File: src/rtl/pixel_frame_sequencer.sv
// Frame sequencer for an N_PIX pixel array with per-pixel single-slope ADC:
// erase -> expose -> convert, then one-hot readout streamed over valid/ready.
module pixel_frame_sequencer #(
  parameter int N_PIX       = 4,
  parameter int ADC_W       = 8,
  parameter int ERASE_CYC   = 5,
  parameter int CONVERT_CYC = 255,
  parameter int EXP_W       = 16,
  localparam int IDX_W      = (N_PIX > 1) ? $clog2(N_PIX) : 1
) (
  input  logic             clk,
  input  logic             rst,
  input  logic             trigger,
  input  logic             cont_mode,
  input  logic [EXP_W-1:0] exp_cyc,
  output logic             erase,
  output logic             expose,
  output logic             convert,
  output logic [N_PIX-1:0] read,
  input  logic [ADC_W-1:0] pix_data,
  output logic [ADC_W-1:0] out_data,
  output logic [IDX_W-1:0] out_idx,
  output logic             out_valid,
  input  logic             out_ready,
  output logic             frame_done,
  output logic             busy,
  output logic             trig_drop
);

  localparam longint EXP_MAX  = (64'd1 << EXP_W) - 64'd1;
  localparam longint PHASE_MX = (ERASE_CYC > CONVERT_CYC) ? longint'(ERASE_CYC)
                                                          : longint'(CONVERT_CYC);
  localparam longint CNT_MAX  = (PHASE_MX > EXP_MAX) ? PHASE_MX : EXP_MAX;
  localparam int     CNT_W    = $clog2(CNT_MAX + 64'd1);

  localparam logic [CNT_W-1:0] ERASE_LOAD   = CNT_W'(ERASE_CYC - 1);
  localparam logic [CNT_W-1:0] CONVERT_LOAD = CNT_W'(CONVERT_CYC - 1);
  localparam logic [IDX_W-1:0] LAST_IDX     = IDX_W'(N_PIX - 1);

  typedef enum logic [2:0] {
    S_IDLE, S_ERASE, S_EXPOSE, S_CONVERT, S_SETTLE, S_HOLD
  } state_t;

  // A zero exposure request still exposes for one cycle.
  function automatic logic [EXP_W-1:0] exp_len(input logic [EXP_W-1:0] e);
    return (e == '0) ? EXP_W'(1) : e;
  endfunction

  function automatic logic [N_PIX-1:0] sel_onehot(input logic [IDX_W-1:0] i);
    logic [N_PIX-1:0] v;
    v = '0;
    for (int k = 0; k < N_PIX; k++) begin
      if (IDX_W'(k) == i) v[k] = 1'b1;
    end
    return v;
  endfunction

  state_t             state_q;
  logic [CNT_W-1:0]   cnt_q;
  logic [IDX_W-1:0]   idx_q;
  logic [EXP_W-1:0]   exp_q;
  logic [EXP_W-1:0]   exp_d;
  logic               erase_q, expose_q, convert_q;
  logic [N_PIX-1:0]   read_q;
  logic [ADC_W-1:0]   out_data_q;
  logic [IDX_W-1:0]   out_idx_q;
  logic               out_valid_q, frame_done_q, busy_q, trig_drop_q;

  assign exp_d = exp_len(exp_cyc);

  always_ff @(posedge clk or negedge rst) begin
    if (!rst) begin
      state_q      <= S_IDLE;
      cnt_q        <= '0;
      idx_q        <= '0;
      exp_q        <= '0;
      erase_q      <= 1'b0;
      expose_q     <= 1'b0;
      convert_q    <= 1'b0;
      read_q       <= '0;
      out_data_q   <= '0;
      out_idx_q    <= '0;
      out_valid_q  <= 1'b0;
      frame_done_q <= 1'b0;
      busy_q       <= 1'b0;
      trig_drop_q  <= 1'b0;
    end else begin
      frame_done_q <= 1'b0;
      // The frame_done cycle is still treated as occupied for new triggers.
      trig_drop_q  <= trigger & (busy_q | frame_done_q);
      case (state_q)
        S_IDLE: begin
          if (trigger && !frame_done_q) begin
            state_q <= S_ERASE;
            erase_q <= 1'b1;
            busy_q  <= 1'b1;
            cnt_q   <= ERASE_LOAD;
            exp_q   <= exp_d;
            idx_q   <= '0;
          end
        end
        S_ERASE: begin
          if (cnt_q == '0) begin
            state_q  <= S_EXPOSE;
            erase_q  <= 1'b0;
            expose_q <= 1'b1;
            cnt_q    <= CNT_W'(exp_q) - CNT_W'(1);
          end else begin
            cnt_q <= cnt_q - CNT_W'(1);
          end
        end
        S_EXPOSE: begin
          if (cnt_q == '0) begin
            state_q   <= S_CONVERT;
            expose_q  <= 1'b0;
            convert_q <= 1'b1;
            cnt_q     <= CONVERT_LOAD;
          end else begin
            cnt_q <= cnt_q - CNT_W'(1);
          end
        end
        S_CONVERT: begin
          if (cnt_q == '0) begin
            state_q   <= S_SETTLE;
            convert_q <= 1'b0;
            read_q    <= sel_onehot(idx_q);
          end else begin
            cnt_q <= cnt_q - CNT_W'(1);
          end
        end
        S_SETTLE: begin
          out_data_q  <= pix_data;
          out_idx_q   <= idx_q;
          out_valid_q <= 1'b1;
          read_q      <= '0;
          state_q     <= S_HOLD;
        end
        S_HOLD: begin
          if (out_ready) begin
            out_valid_q <= 1'b0;
            if (idx_q != LAST_IDX) begin
              idx_q   <= idx_q + IDX_W'(1);
              read_q  <= sel_onehot(idx_q + IDX_W'(1));
              state_q <= S_SETTLE;
            end else begin
              frame_done_q <= 1'b1;
              if (cont_mode) begin
                state_q <= S_ERASE;
                erase_q <= 1'b1;
                cnt_q   <= ERASE_LOAD;
                exp_q   <= exp_d;
                idx_q   <= '0;
              end else begin
                state_q <= S_IDLE;
                busy_q  <= 1'b0;
              end
            end
          end
        end
        default: begin
          state_q     <= S_IDLE;
          busy_q      <= 1'b0;
          erase_q     <= 1'b0;
          expose_q    <= 1'b0;
          convert_q   <= 1'b0;
          read_q      <= '0;
          out_valid_q <= 1'b0;
        end
      endcase
    end
  end

  assign erase      = erase_q;
  assign expose     = expose_q;
  assign convert    = convert_q;
  assign read       = read_q;
  assign out_data   = out_data_q;
  assign out_idx    = out_idx_q;
  assign out_valid  = out_valid_q;
  assign frame_done = frame_done_q;
  assign busy       = busy_q;
  assign trig_drop  = trig_drop_q;

endmodule

File: config.mk
export PLATFORM = sky130hd
export DESIGN_NAME = pixel_frame_sequencer
export DESIGN_NICKNAME = d
export VERILOG_FILES = /design/src/rtl/pixel_frame_sequencer.sv
export SDC_FILE = /design/constraint.sdc
export NUM_CORES = 1
export LEC_CHECK = 0
export BUFFER_PORTS_ARGS = -buffer_cell sky130_fd_sc_hd__buf_4
export CAP_MARGIN = 30
export CORE_ASPECT_RATIO = 0.75
export CORE_MARGIN = 4
export CORE_UTILIZATION = 35
export DETAILED_ROUTE_END_ITERATION = 16
export PLACE_DENSITY_LB_ADDON = 0.3
export SETUP_SLACK_MARGIN = 0.3
export SLEW_MARGIN = 20
export SYNTH_ARGS = -nofsm -noshare
export SYNTH_HDL_FRONTEND = slang
export SYNTH_SLANG_ARGS = --single-unit
File: constraint.sdc
create_clock -name clk -period 2.6 [get_ports clk]
set_clock_uncertainty 0.05 [all_clocks]
set_input_delay 0.13 -clock clk [delete_from_list [all_inputs] [get_ports clk]]
set_output_delay 0.13 -clock clk [all_outputs]
set_load 0.005 [all_outputs]
## Word-level counts from Yosys, hierarchy flattened

Index checks and enable logic that the tools add are counted.

| cells by class | value |
|---|---|
| add/sub/neg operators | 3 |
| equality and inequality tests | 23 |
| multiplexer cells | 57 |
| bitwise gates (word level) | 8 |
| reductions and logical operators | 25 |

Operator list:

| kind | count |
|---|---|
| 16-bit 2-to-1 mux | 12 |
| 16-bit one-hot mux with 5 select lines | 1 |
| 16-bit logical NOT | 2 |
| 16-bit one-hot mux with 2 select lines | 1 |
| 16-bit by 1-bit subtractor with 16-bit output (second input constant) | 2 |
| 1-bit 2-to-1 mux | 22 |
| 2-bit inequality test (second input constant) | 11 |
| 3-bit 2-to-1 mux | 6 |
| 3-bit one-hot mux with 6 select lines | 1 |
| 4-bit OR reduction | 4 |
| 5-bit AND reduction | 3 |
| 4-bit 2-to-1 mux | 3 |
| 1-bit one-hot mux with 3 select lines | 4 |
| 4-bit one-hot mux with 3 select lines | 1 |
| 6-bit AND reduction | 2 |
| 2-bit equality test (first input constant) | 4 |
| 2-bit 2-to-1 mux | 4 |
| 4-bit AND reduction | 2 |
| 3-bit by 2-bit equality test with 1-bit output (second input constant) | 2 |
| 3-bit equality test (second input constant) | 2 |
| 1-bit NOT | 6 |
| 3-bit AND reduction | 2 |
| 3-bit OR reduction | 2 |
| 5-bit nonzero test | 1 |
| other kinds (14) | 16 |

| storage, ports and cells | value |
|---|---|
| register bits | 58 |
| bits of input ports | 29 |
| output and inout port bits | 21 |

## Logic depth before layout (Yosys ltp)

Gate-level depths: netlist of run 1.

| depth | value |
|---|---|
| depth in word-level cells | 6 |
| mapped depth | 10 |
| depth with buffers taken out | 8 |

## Worst setup path after synthesis of run 1

No wires, ideal clock.

| path | value |
|---|---|
| path type | reg2reg |
| start point | register exp_q[6] |
| end point | register cnt_q[14] |
| arrival time | 2.051 ns |
| setup slack | 0.378 ns |
| cell stages (with the launch flop) | 7 |
| path buffers | 0 |
| cell sequence | dfrtp_1 > or4_4 > or4_4 > nor3_2 > xnor2_1 > o32ai_1 > a32o_2 |

| on the way | value |
|---|---|
| longest elaborated chain between the ends | 3 |

RTL lines:

| what | RTL line | RTL |
|---|---|---|
| from (decl) | 61 | `logic [EXP_W-1:0] exp_q;` |
| from (signal assigned) | 98 | `exp_q <= exp_d;` |
| from (signal assigned) | 151 | `exp_q <= exp_d;` |
| 16-bit by 1-bit subtractor with 16-bit output | 107 | `cnt_q <= CNT_W'(exp_q) - CNT_W'(1);` |
| 16-bit 2-to-1 mux | 103 | `if (cnt_q == '0) begin` |
| 16-bit one-hot mux with 5 select lines | 91 | `case (state_q)` |
| to (signal assigned) | 107 |  |
| to (signal assigned) | 109 | `cnt_q <= cnt_q - CNT_W'(1);` |
| to (signal assigned) | 119 | `cnt_q <= cnt_q - CNT_W'(1);` |
| to (decl) | 59 | `logic [CNT_W-1:0] cnt_q;` |

Every way passes these cells.
A chain may end at the register's enable or synchronous reset.

## Worst setup path in the final report of run 1

| path | value |
|---|---|
| start point | register exp_q[8] |
| end point | register cnt_q[14] |

The elaborated chain is that of the path after synthesis.

==> results of run 1 <==
## worst min-delay path, stage by stage
cell,delay (ns)
sky130_fd_sc_hd__buf_4,0.08
sky130_fd_sc_hd__a41oi_1,0.03
sky130_fd_sc_hd__mux2i_1,0.11
## power by group through the flow
stage	clock, mW	sequential [mW]	combinational (mW)
2_1_floorplan	0	1.58	1.65
3_3_place_gp	0	1.67	2.43
3_5_place_dp	0	1.68	2.45
4_1_cts	1.09	1.66	2.53
5_1_grt	1.14	1.76	2.89
6_report	1.07	1.69	2.61
## cell usage in the layout, fill, tap and decap left out, types with 5 or more instances in the layout
| cell | Yosys | layout |
|---|---|---|
| sky130_fd_sc_hd__ha_1 | 5 | 5 |
| sky130_fd_sc_hd__nor4_1 | 8 | 5 |
| sky130_fd_sc_hd__nor3_1 | 12 | 11 |
| sky130_fd_sc_hd__dlygate4sd3_1 | 0 | 26 |
| sky130_fd_sc_hd__clkbuf_16 | 0 | 9 |
| sky130_fd_sc_hd__o21ai_1 | 4 | 5 |
| sky130_fd_sc_hd__nand2_1 | 23 | 23 |
| sky130_fd_sc_hd__dfrtp_1 | 58 | 58 |
| sky130_fd_sc_hd__xnor2_1 | 12 | 10 |
| sky130_fd_sc_hd__a21oi_1 | 16 | 15 |
| sky130_fd_sc_hd__xor2_1 | 5 | 5 |
| sky130_fd_sc_hd__nand3_1 | 8 | 8 |
| sky130_fd_sc_hd__nor2_1 | 32 | 31 |
| sky130_fd_sc_hd__a22oi_1 | 5 | 5 |
| sky130_fd_sc_hd__nor2b_1 | 5 | 5 |
| sky130_fd_sc_hd__mux2_2 | 25 | 25 |
| sky130_fd_sc_hd__buf_4 | 0 | 69 |
| sky130_fd_sc_hd__o21ai_0 | 29 | 28 |
| sky130_fd_sc_hd__inv_1 | 14 | 14 |
## synth_stat cells (all sizes together), types with 6 or more instances
| master | number | share of area |
|---|---|---|
| a21oi | 16 | 0.025 |
| buf | 7 | 0.0097 |
| clkbuf | 6 | 0.0070 |
| dfrtp | 58 | 0.45 |
| inv | 14 | 0.016 |
| mux2 | 26 | 0.090 |
| nand2 | 23 | 0.027 |
| nand3 | 8 | 0.012 |
| nor2 | 32 | 0.037 |
| nor3 | 13 | 0.022 |
| nor4 | 9 | 0.019 |
| o21ai | 33 | 0.051 |
| or4 | 6 | 0.016 |
| xnor2 | 12 | 0.032 |
## metal layers
metal | share of wire | track usage
met1 | 0.51 | 0.250
met2 | 0.43 | 0.227
met3 | 0.057 | 0.0523
met4 | 0.013 | 0.0501
met5 | 0 | 0
## flip-flops by register name (all words and copies together) (netlist names)
register and cells:
frame_done 1, idx_q 2, read 4, out_data 8
exp_q 16, out_valid 1, trig_drop 1, convert 1
busy 1, erase 1, state_q 3, cnt_q 16
out_idx 2, expose 1
## final timing paths
| kind | to | from | slack (ns) | cells past startpoint |
|---|---|---|---|---|
| min in group asynchronous | state_q[0]$_DFFE_PN0P_ | rst | 0.37 | 2 |
| max | cnt_q[14]$_DFFE_PN0P_ | exp_q[8]$_DFFE_PN0P_ | 0.28 | 6 |
| min reg2reg | read[2]$_DFFE_PN0P_ | read[2]$_DFFE_PN0P_ | 0.44 | 1 |
| max reg2reg | cnt_q[14]$_DFFE_PN0P_ | exp_q[8]$_DFFE_PN0P_ | 0.28 | 6 |
| max in group asynchronous | exp_q[5]$_DFFE_PN0P_ | rst | 1.65 | 2 |
| min | exp_q[0]$_DFFE_PN0P_ | exp_cyc[0] | 0.008 | 3 |
## logic make-up after synthesis
family          share of synthesized area
fa+ha+maj                          0.0193
simple gates                        0.182
flops                               0.449
compound gates                      0.177
mux                                0.0936
buf+inv                            0.0340
xor+xnor                           0.0460
## area by class of cell
cell class / instances / area [µm²] / area share
Clock buffer: 10 / 229 / 0.0513
Tap cell: 128 / 160 / 0.0359
Multi-Input combinational cell: 252 / 1750 / 0.392
Timing Repair Buffer: 95 / 778 / 0.174
Clock inverter: 6 / 42.5 / 0.00952
Inverter: 15 / 56.3 / 0.0126
Sequential cell: 58 / 1450 / 0.325
## through the flow
stage	util	power [mW]	std cells	hold slack [ns]	setup slack, ns
5_1_grt	0.494	5.79	564	0.0138	0.215
3_3_place_gp	0.423	4.10	518	0.193	0.311
3_5_place_dp	0.423	4.13	518	0.197	0.253
4_1_cts	0.484	5.29	562	0.00709	0.301
2_1_floorplan	-	3.23	338	-0.216	0.378
6_report	0.494	5.37	564	0.00846	0.282
## timing repair
item	4_1_cts	5_1_grt
resized for setup	1	14
buffers inserted	2	2
hold buffers	26	0
hold endpoints to repair	83	0
pin swaps	0	6
setup endpoints to repair	1	34
==> key figures, run 1 <==
Routing
  • Number of antenna-violating nets in the routed design: 0
  • Post-detailed-route wirelength per cell: between 15 and 20 µm
  • Total wire length after detailed routing: 8780 µm
  • Number of remaining DRC errors: 0
  • DR vias: between 2k and 3k
  • Drt initial violations: 203
  • DRT Pass-1 Iters: 4
  • DR vias/cell: 5.15

Power and ir drop
  • Fraction of power spent switching nets: 0.407
  • Worst voltage drop across the vdd grid: 596 µV
  • Ratio of total power to cell area: roughly 1200 mW/mm²
  • Leakage: around 1.9 nW
  • Fraction of power consumed by sequential logic: 0.314
  • Net switching power of the design: 2.19 mW
  • Comb pwr share: 0.486
  • Part of the power in the clock network: 0.199
  • Internal power: 3.18 mW

Placed design
  • PortBufs: 49
  • Cell area after placement: 0.00383 mm²
  • Weighted congestion reported at the end of routability-driven placement: 0.912
  • Estimated wirelength of the detail-placed design: approximately 6100 µm

Clock tree
  • Sinks on the clock net: 58
  • Worst skew pair latency: 0.33 ns
  • CTS tree: yes
  • Clk pin slew, worst setup/hold paths: 0.05 ns
  • Clock buffer depth: 2
  • Number of clock buffers inserted by TritonCTS: 9
  • # H-tree levels: 3
  • Library cell used as clock root buffer: sky130_fd_sc_hd__clkbuf_16

Synth
  • Post-synth EDFFs: 0
  • Sequential area share after synthesis: 0.449
  • Distinct cell type count of the synthesized netlist: 57
  • Primary flip-flop cell chosen by synthesis mapping: sky130_fd_sc_hd__dfrtp_1
  • Post-synthesis area per instance: about 9.6 µm²
  • Synthesized Nets: 372
  • Number of flip-flops and latches in the synthesized netlist: 58
  • Area of the mapped netlist: between 0.003 and 0.004 mm²
  • Share of flip-flops with an asynchronous set or reset: 1.00
  • Count of synthesis-stage warnings from yosys: 0
  • Cells after synthesis: 338

Global route
  • Overall Global Routing Usage: 0.167
  • Wire length of the first global-routing pass: 14400 µm
  • Maximum number of pins on one net before global-route repair: 59
  • Initial antenna violation count: 0
  • Number of global-route vias before repair: 2786
  • Remaining global-route overflow: 0

Setup path
  • Top delay family on crit path: simple AND/OR/NAND/NOR gates
  • Worst Path Arrival: 2.48 ns
  • Critical-path cell with the highest stage delay: sky130_fd_sc_hd__or4_4
  • CP cell instances: or4_4 > or4_4 > nor3_4 > xnor2_2 > o32ai_2 > a32o_2
  • Element type at the critical path start: flop
  • Start-to-end type of the worst setup path: flop to flop
  • Buf+Inv Stages, Crit Path: 0
  • CP endpoint kind: flop
  • Largest stage delay, worst path: 0.55 ns
  • Cell type with the highest occurrence count on the critical path: sky130_fd_sc_hd__or4_4
  • Required time worst endpoint: approximately 2.8 ns
  • Critical path fanouts, max: 3

STA
  • Period Utilization, post-route: 0.891
  • Finish-stage setup viols: 0
  • Max transition margin: 0.507
  • RSZ-0062 raised after global routing: true
  • Final hold viol count: 0
  • Shortest clock period the worst path allows after layout: 2.32 ns
  • TNS Setup: 0 ns
  • Max Freq: 431 MHz
  • Final number of max-transition violations: 0
  • Slew @ Worst Pin: 0.740 ns

Floorplan
  • Starting Density: 0.358
  • Core footprint: 0.00905 mm²
  • Number of rows created at floorplan: 30
  • Count of boundary I/O pins: 50
  • Die X-Extent: 119 µm
  • Die extent in y: between 90 and 100 µm
  • Full die area: 0.0109 mm²

Cells and area
  • Layout overhead on the synthesized area: 38.1%
  • Post-route design area: 0.00447 mm²
  • Fraction of final layout cells sized beyond drive strength 1: 0.296
  • Antenna cell count: 0
  • Layout fillers: 843
  • Number of nets in the final layout: approximately 470

Status
  • Result of the run: finished clean

Worst hold path
  • Min-delay worst type: input pin to flop

Flow run
  • MaxCap Viol Count: 0
(Power assumes the default switching activity.)
==> run 2, diff against run 1 <==
- CORE_MARGIN: 4 -> 3
- PLACE_DENSITY_LB_ADDON: 0.3 -> unset
- clock period: 2.6 -> 2.1 ns (I/O delays scaled with it)
==> run 2 against run 1 <==
The run now ends with negative setup slack left; final cell count is 7.4% higher; wire length is 23% higher; flip-flop and latch count stayed put; non-clock buffer count is 64 higher; clock-buffer cell count is 1 higher; sequential share of layout area is 5.8 points lower; critical path depth stayed put; critical path type unchanged; highest routed layer unchanged.
==> key figures, run 2 (synthesis results as in run 1) <==
Flow run
  • MaxCap Viol Count: 0 (unchanged)

Global route
  • Remaining global-route overflow: 0 (unchanged)
  • Initial antenna violation count: 0 (unchanged)
  • Maximum number of pins on one net before global-route repair: 59 (unchanged)
  • Number of global-route vias before repair: 3025 (+8.6%)
  • Overall Global Routing Usage: 0.201 (+0.0344)
  • Wire length of the first global-routing pass: 15900 µm (+10%)

Cells and area
  • Number of nets in the final layout: 529 (+14%)
  • Layout overhead on the synthesized area: 68.7%
  • Layout fillers: 700 (-17%)
  • Most common library cell in the layout ignoring fill and taps: sky130_fd_sc_hd__buf_4
  • Final cell utilization of the core: 0.627 (+0.133)
  • Most used cells in the layout excluding fill and tap cells: sky130_fd_sc_hd__buf_4 (104), sky130_fd_sc_hd__dfrtp_1 (54), sky130_fd_sc_hd__dlygate4sd3_1 (27)
  • Antenna cell count: 0 (unchanged)
  • Fraction of final layout cells sized beyond drive strength 1: 0.496 (+0.200)

Setup path
  • Required time worst endpoint: 2.27 ns (-0.50 ns)
  • Setup slack of the most critical reg-to-reg path: -0.07 ns (-0.35 ns)
  • Start-to-end type of the worst setup path: flop to flop
  • Reg2Reg Depth: 6 (unchanged)
  • Critical path fanouts, max: 2 (-1)
  • Worst Path Arrival: 2.34 ns (-0.14 ns)
  • Element type at the critical path start: flop
  • Reg-to-reg startpoint: exp_q[9]$_DFFE_PN0P_
  • CP endpoint kind: flop
  • Destination of the worst register-to-register timing path: cnt_q[14]$_DFFE_PN0P_

STA
  • Smallest setup slack after layout: -0.0716 ns (-0.354 ns)
  • Final number of max-transition violations: 0 (unchanged)
  • Period Utilization, post-route: 1.03 (+0.143)
  • Max Freq: 460 MHz (+6.7%)
  • Shortest clock period the worst path allows after layout: 2.17 ns (-0.146 ns)
  • Slew @ Worst Pin: 0.740 ns (-0.000218 ns)
  • TNS Setup: -0.0716 ns (-0.0716 ns)
  • RSZ-0062 raised after global routing: true
  • Finish-stage setup viols: 1 (+1)
  • Max transition margin: 0.507 (about the same)
  • Final hold viol count: 0 (unchanged)

Placed design
  • Estimated wirelength of the detail-placed design: 6870 µm (+12%)
  • PortBufs: 49 (unchanged)
  • Post-Place Worst Slack: -0.0548 ns (-0.308 ns)
  • Weighted congestion reported at the end of routability-driven placement: 0.909 (-0.29%)

Clock tree
  • # H-tree levels: 3 (unchanged)
  • Number of clock buffers inserted by TritonCTS: 9 (unchanged)
  • CTS tree: yes
  • Clock buffer depth: 2 (unchanged)
  • Library cell used as clock root buffer: sky130_fd_sc_hd__clkbuf_16
  • Sinks on the clock net: 58 (unchanged)
  • Worst skew pair latency: 0.33 ns (about the same)
  • Clk pin slew, worst setup/hold paths: 0.05 ns (about the same)

Floorplan
  • Starting Density: 0.372 (+0.0139)
  • Number of rows created at floorplan: 29 (-3.3%)
  • Core footprint: 0.00871 mm² (-3.7%)
  • Die X-Extent: 117 µm (-1.7%)
  • Die extent in y: 89.3 µm (-2.2%)
  • Count of boundary I/O pins: 50 (unchanged)
  • Full die area: 0.0104 mm² (-3.8%)

Power and ir drop
  • Worst voltage drop across the vdd grid: 740 µV (+24%)
  • Leakage: 2.39 nW (+25%)
  • Ratio of total power to cell area: 1580 mW/mm² (+31%)

Status
  • Violated checks: negative setup slack
  • Result of the run: complete, but fails checks

Worst hold path
  • Number of cells on the worst hold path: 3 (unchanged)
  • Origin of the worst min-delay path: cont_mode
  • Endpoint of the worst hold path: idx_q[1]$_DFFE_PN0P_
  • Min-delay worst type: input pin to flop

Routing
  • Total wire length after detailed routing: 10800 µm (+23%)
  • Number of antenna-violating nets in the routed design: 0 (unchanged)
  • Drt initial violations: 181 (-11%)
  • Number of remaining DRC errors: 0 (unchanged)
  • Post-detailed-route wirelength per cell: 17.8 µm (+15%)
  • DR vias/cell: 5.46 (+5.9%)
  • DR vias: 3306 (+14%)
  • DRT Pass-1 Iters: 4 (unchanged)
## run 2: cell count changes in the layout (fill, tap and decap cells not counted), sizes merged
cell         change
dlygate4sd3      +1
clkinv           -1
inv              -1
buf             +61
clkinvlp         -1
clkbuf           +3
## run 2: worst max-delay path by stage
stage / to / slack, ns / cells past startpoint / from
after floorplan: cnt_q[14]$_DFFE_PN0P_ / -0.05 / 6 / exp_q[9]$_DFFE_PN0P_
after global placement: cnt_q[15]$_DFFE_PN0P_ / -0.03 / 6 / exp_q[9]$_DFFE_PN0P_
after detailed placement: cnt_q[15]$_DFFE_PN0P_ / -0.05 / 6 / exp_q[9]$_DFFE_PN0P_
after CTS: cnt_q[14]$_DFFE_PN0P_ / -0.06 / 6 / exp_q[9]$_DFFE_PN0P_
after global routing: cnt_q[15]$_DFFE_PN0P_ / -0.12 / 6 / exp_q[9]$_DFFE_PN0P_
final: cnt_q[14]$_DFFE_PN0P_ / -0.07 / 6 / exp_q[9]$_DFFE_PN0P_
## run 2: power breakdown
| part | switching [mW] | internal, mW |
|---|---|---|
| Clock | 0.500 | 0.811 |
| Combinational | 2.46 | 2.72 |
| Sequential | 0.526 | 1.61 |
| Total | 3.49 | 5.14 |
## run 2: timing repair
item	CTS	global route
gates resized for setup	59	73
gates cloned	0	3
endpoints found under the hold margin	84	0
setup endpoints to repair	39	41
setup buffers	12	11
hold buffers	27	0
pin swaps	24	28
## run 2: final cells by class
| class | count | area (µm²) | area share |
|---|---|---|---|
| sequential | 58 | 1460 | 0.267 |
| timing repair buffer | 159 | 1410 | 0.258 |
| inverter | 15 | 56.3 | 0.0103 |
| tap | 108 | 135 | 0.0248 |
| multi-input combinational | 252 | 2140 | 0.392 |
| clock buffer | 11 | 243 | 0.0445 |
| clock inverter | 3 | 17.5 | 0.00321 |
## run 2: per-stage QoR
stage	hold slack, ns	power, mW	instance area (µm²)	instances
final	0.192	8.63	5460	606
after global routing	0.185	9.14	5460	606
after CTS	0.174	7.71	5020	592
after floorplan	-0.241	4.13	3300	338
after global placement	0.176	5.78	4190	539
after detailed placement	0.177	5.83	4190	539
## run 2: routing by layer
metal	global-route usage	up-vias	part of all wire
met2	0.288	69	0.47
met3	0.0541	11	0.047
met1	0.300	1652	0.47
met4	0.0531	0	0.011
li1	-	1574	-
met5	0	-	0
## run 2: worst max-delay path: stages, from the launching register on
cell and delay, ns:
sky130_fd_sc_hd__dfrtp_1 0.37, sky130_fd_sc_hd__or4_4 0.54, sky130_fd_sc_hd__or4_4 0.46, sky130_fd_sc_hd__nor3_4 0.13
sky130_fd_sc_hd__xnor2_1 0.13, sky130_fd_sc_hd__o32ai_1 0.10, sky130_fd_sc_hd__a32o_2 0.28
==> run 3, diff against run 2 <==
- ABC_AREA: unset -> 1
- CORE_ASPECT_RATIO: 0.75 -> 0.6
==> run 3 against run 2 <==
The flow now finishes without violations; highest routed layer unchanged; worst setup slack gained 0.36 ns; register-to-register slack gained 0.36 ns; synthesized area grew 19%; via count grew 19%; global-route usage shrank 1.3 points.
==> key figures, run 3 <==
Status
  • Result of the run: finished clean

Synth
  • Post-synthesis area per instance: 6.86 µm² (-28%)
  • Distinct cell type count of the synthesized netlist: 36 (-37%)
  • Post-synth EDFFs: 0 (unchanged)
  • Number of flip-flops and latches in the synthesized netlist: 58 (unchanged)
  • Ranking of synthesized cells by area: sky130_fd_sc_hd__dfrtp_1 (38%), sky130_fd_sc_hd__nand2_1 (22%), sky130_fd_sc_hd__nor2_1 (7.3%), sky130_fd_sc_hd__inv_1 (5.2%), sky130_fd_sc_hd__nand3_1 (5.0%)
  • Synthesized Nets: 594 (+60%)
  • Share of flip-flops with an asynchronous set or reset: 1.00 (unchanged)
  • Count leader, synth: sky130_fd_sc_hd__nand2_1
  • Cells after synthesis: 560 (+66%)
  • Primary flip-flop cell chosen by synthesis mapping: sky130_fd_sc_hd__dfrtp_1
  • Sequential area share after synthesis: 0.378 (-0.0706)
  • Ranking of synthesized cells by instance count: sky130_fd_sc_hd__nand2_1 (225), sky130_fd_sc_hd__nor2_1 (75), sky130_fd_sc_hd__dfrtp_1 (58)
  • Post-synth top area cell: sky130_fd_sc_hd__dfrtp_1
  • Area of the mapped netlist: 0.00384 mm² (+19%)
  • Count of synthesis-stage warnings from yosys: 0 (unchanged)
  • Area share of the largest cell type after synthesis: 0.378 (-0.0706)

Cells and area
  • Number of nets in the final layout: 691 (+31%)
  • Final cell utilization of the core: 0.514 (-0.112)
  • Most common library cell in the layout ignoring fill and taps: sky130_fd_sc_hd__nand2_1
  • Antenna cell count: 0 (unchanged)
  • Count of non-filler cells in the finished layout: 797 (+32%)
  • Layout fillers: 961 (+37%)
  • Post-route design area: 0.00528 mm² (-3.3%)
  • Layout overhead on the synthesized area: 37.5%
  • Most used cells in the layout excluding fill and tap cells: sky130_fd_sc_hd__nand2_1 (205), sky130_fd_sc_hd__buf_4 (62), sky130_fd_sc_hd__nor2_1 (58)
  • Fraction of final layout cells sized beyond drive strength 1: 0.270 (-0.226)

Worst hold path
  • Min-delay worst type: input pin to flop
  • Origin of the worst min-delay path: exp_cyc[0]

Setup path
  • Start-to-end type of the worst setup path: flop to flop
  • Cell type with the highest occurrence count on the critical path: sky130_fd_sc_hd__nand2_1
  • CP cell instances: inv_2 > ha_4 > inv_2 > nor2_2 > nand3_2 > nor2_4 > nand2_4 > nor2_4 > nand3_1 > nand2_1 > nand2_1 > nand2_1
  • Startpoint of the most critical setup path: cnt_q[0]$_DFFE_PN0P_
  • Required time worst endpoint: 2.32 ns (+0.05 ns)
  • Element type at the critical path start: flop
  • Setup slack of the most critical reg-to-reg path: 0.29 ns (+0.36 ns)
  • Critical-path cell with the highest stage delay: sky130_fd_sc_hd__dfrtp_1
  • Largest stage delay, worst path: 0.40 ns (-0.14 ns)
  • Critical path fanouts, max: 5 (+3)
  • CP endpoint kind: flop
  • Worst Path Arrival: 2.03 ns (-0.31 ns)
  • Reg-to-reg startpoint: cnt_q[0]$_DFFE_PN0P_

Clock tree
  • Number of clock buffers inserted by TritonCTS: 9 (unchanged)
  • Sinks on the clock net: 58 (unchanged)
  • Worst skew pair latency: 0.34 ns (about the same)
  • Library cell used as clock root buffer: sky130_fd_sc_hd__clkbuf_16
  • CTS tree: yes
  • Clk pin slew, worst setup/hold paths: 0.05 ns (about the same)
  • # H-tree levels: 3 (unchanged)
  • Clock buffer depth: 2 (unchanged)

Placed design
  • Estimated wirelength of the detail-placed design: 8190 µm (+19%)
  • Weighted congestion reported at the end of routability-driven placement: 0.932 (+2.5%)
  • PortBufs: 49 (unchanged)
  • Number of placed instances, taps included: 744 (+38%)
  • Cell area after placement: 0.00435 mm² (+3.9%)
  • Post-Place Worst Slack: 0.0499 ns (+0.105 ns)

Global route
  • Wire length of the first global-routing pass: 18300 µm (+15%)
  • Remaining global-route overflow: 0 (unchanged)
  • Maximum number of pins on one net before global-route repair: 59 (unchanged)
  • Number of global-route vias before repair: 3642 (+20%)
  • Overall Global Routing Usage: 0.188 (-0.0127)
  • Initial antenna violation count: 0 (unchanged)

Floorplan
  • Core footprint: 0.0103 mm² (+18%)
  • Die extent in y: 87.1 µm (-2.4%)
  • Starting Density: 0.374 (+0.00253)
  • Count of boundary I/O pins: 50 (unchanged)
  • Full die area: 0.0123 mm² (+18%)
  • Number of rows created at floorplan: 28 (-3.4%)
  • Die X-Extent: 141 µm (+21%)

Routing
  • Drt initial violations: 400 (+120%)
  • Number of remaining DRC errors: 0 (unchanged)
  • Number of antenna-violating nets in the routed design: 0 (unchanged)
  • DR vias: 3944 (+19%)
  • Total wire length after detailed routing: 11600 µm (+7.0%)
  • DRT Pass-1 Iters: 5 (+1)
  • DR vias/cell: 4.95 (-9.3%)
  • Post-detailed-route wirelength per cell: 14.5 µm (-19%)

Power and ir drop
  • Worst voltage drop across the vdd grid: 596 µV (-19%)
  • Ratio of total power to cell area: 1740 mW/mm² (+10%)
  • Leakage: 2.76 nW (+15%)
  • Total Power: 9.20 mW (+6.7%)

STA
  • Max transition margin: 0.478 (-0.0286)
  • RSZ-0062 raised after global routing: true
  • Smallest setup slack after layout: 0.291 ns (+0.363 ns)
  • Finish-stage setup viols: 0 (-1)
  • Shortest clock period the worst path allows after layout: 1.81 ns (-0.363 ns)
  • Final number of max-transition violations: 0 (unchanged)
  • TNS Setup: 0 ns (+0.0716 ns)
  • Final hold viol count: 0 (unchanged)
  • Max Freq: 553 MHz (+20%)
  • Tightest hold margin: 0.0718 ns (-0.121 ns)
  • Period Utilization, post-route: 0.861 (-0.173)
  • Slew @ Worst Pin: 0.782 ns (+0.0429 ns)

Flow run
  • MaxCap Viol Count: 0 (unchanged)
==> run 3: cell types whose count changed in the layout (fill, tap and decap cells not counted), sizes merged, moves of 7 or more <==
cell    change
a21oi      -10
buf        -65
inv        +42
mux2       -26
nand2     +223
nand3      +32
nand3b      +7
nor2       +48
nor3        -8
nor4        -7
xnor2      -10
==> run 3: where the power goes <==
group          internal (mW)  switching (mW)
clock                   1.07           0.536
combinational           2.02            3.45
sequential              1.60           0.532
==> run 3: cell families after synthesis <==
group,Yosys count,share of synthesized area
XOR/XNOR,13,0.0297
adder cells (fa/ha/maj),5,0.0163
flip-flops,58,0.378
buffers and inverters,64,0.0769
AO/OA/AOI/OAI,36,0.0580
AND/OR/NAND/NOR,384,0.441
==> run 3: critical path: cells and delay by family, from the launching register on <==
family,cells,cell delay (ns)
simple gates,9,1.01
flops,1,0.40
fa+ha+maj,1,0.15
buf+inv,2,0.13
==> run 3: routing by layer <==
metal | track usage | up-vias | routed length [µm]
met3 | 0.0455 | 14 | 648
met2 | 0.259 | 121 | 4760
met5 | 0 | - | 0
li1 | - | 1938 | -
met4 | 0.0475 | 0 | 132
met1 | 0.292 | 1871 | 6020
==> run 3: what timing repair did <==
action	in CTS	in global routing
buffers inserted	0	9
resized for setup	13	70
endpoints found under the hold margin	83	0
endpoints found under the setup margin	25	32
hold buffers	26	0
pin swaps	0	17
gates cloned	0	2
==> run 3: area by class of cell <==
| type | count | area [µm²] | area share |
|---|---|---|---|
| multi-input cells | 440 | 2340 | 0.444 |
| flip-flops and latches | 58 | 1460 | 0.276 |
| repair buffers | 91 | 767 | 0.145 |
| clock buffers | 12 | 246 | 0.0467 |
| inverters | 57 | 221 | 0.0419 |
| well taps | 135 | 169 | 0.0320 |
| clock inverters | 4 | 75.1 | 0.0142 |
==> run 3: path summary, 6_finish.rpt <==
kind                                         endpoint  cells past startpoint
worst max-delay path            cnt_q[11]$_DFFE_PN0P_                     12
worst max register to register  cnt_q[11]$_DFFE_PN0P_                     12
worst min register to register    read[0]$_DFFE_PN0P_                      2
min in group asynchronous       cnt_q[12]$_DFFE_PN0P_                      2
worst min-delay path             exp_q[0]$_DFFE_PN0P_                      5
max in group asynchronous        cnt_q[2]$_DFFE_PN0P_                      2
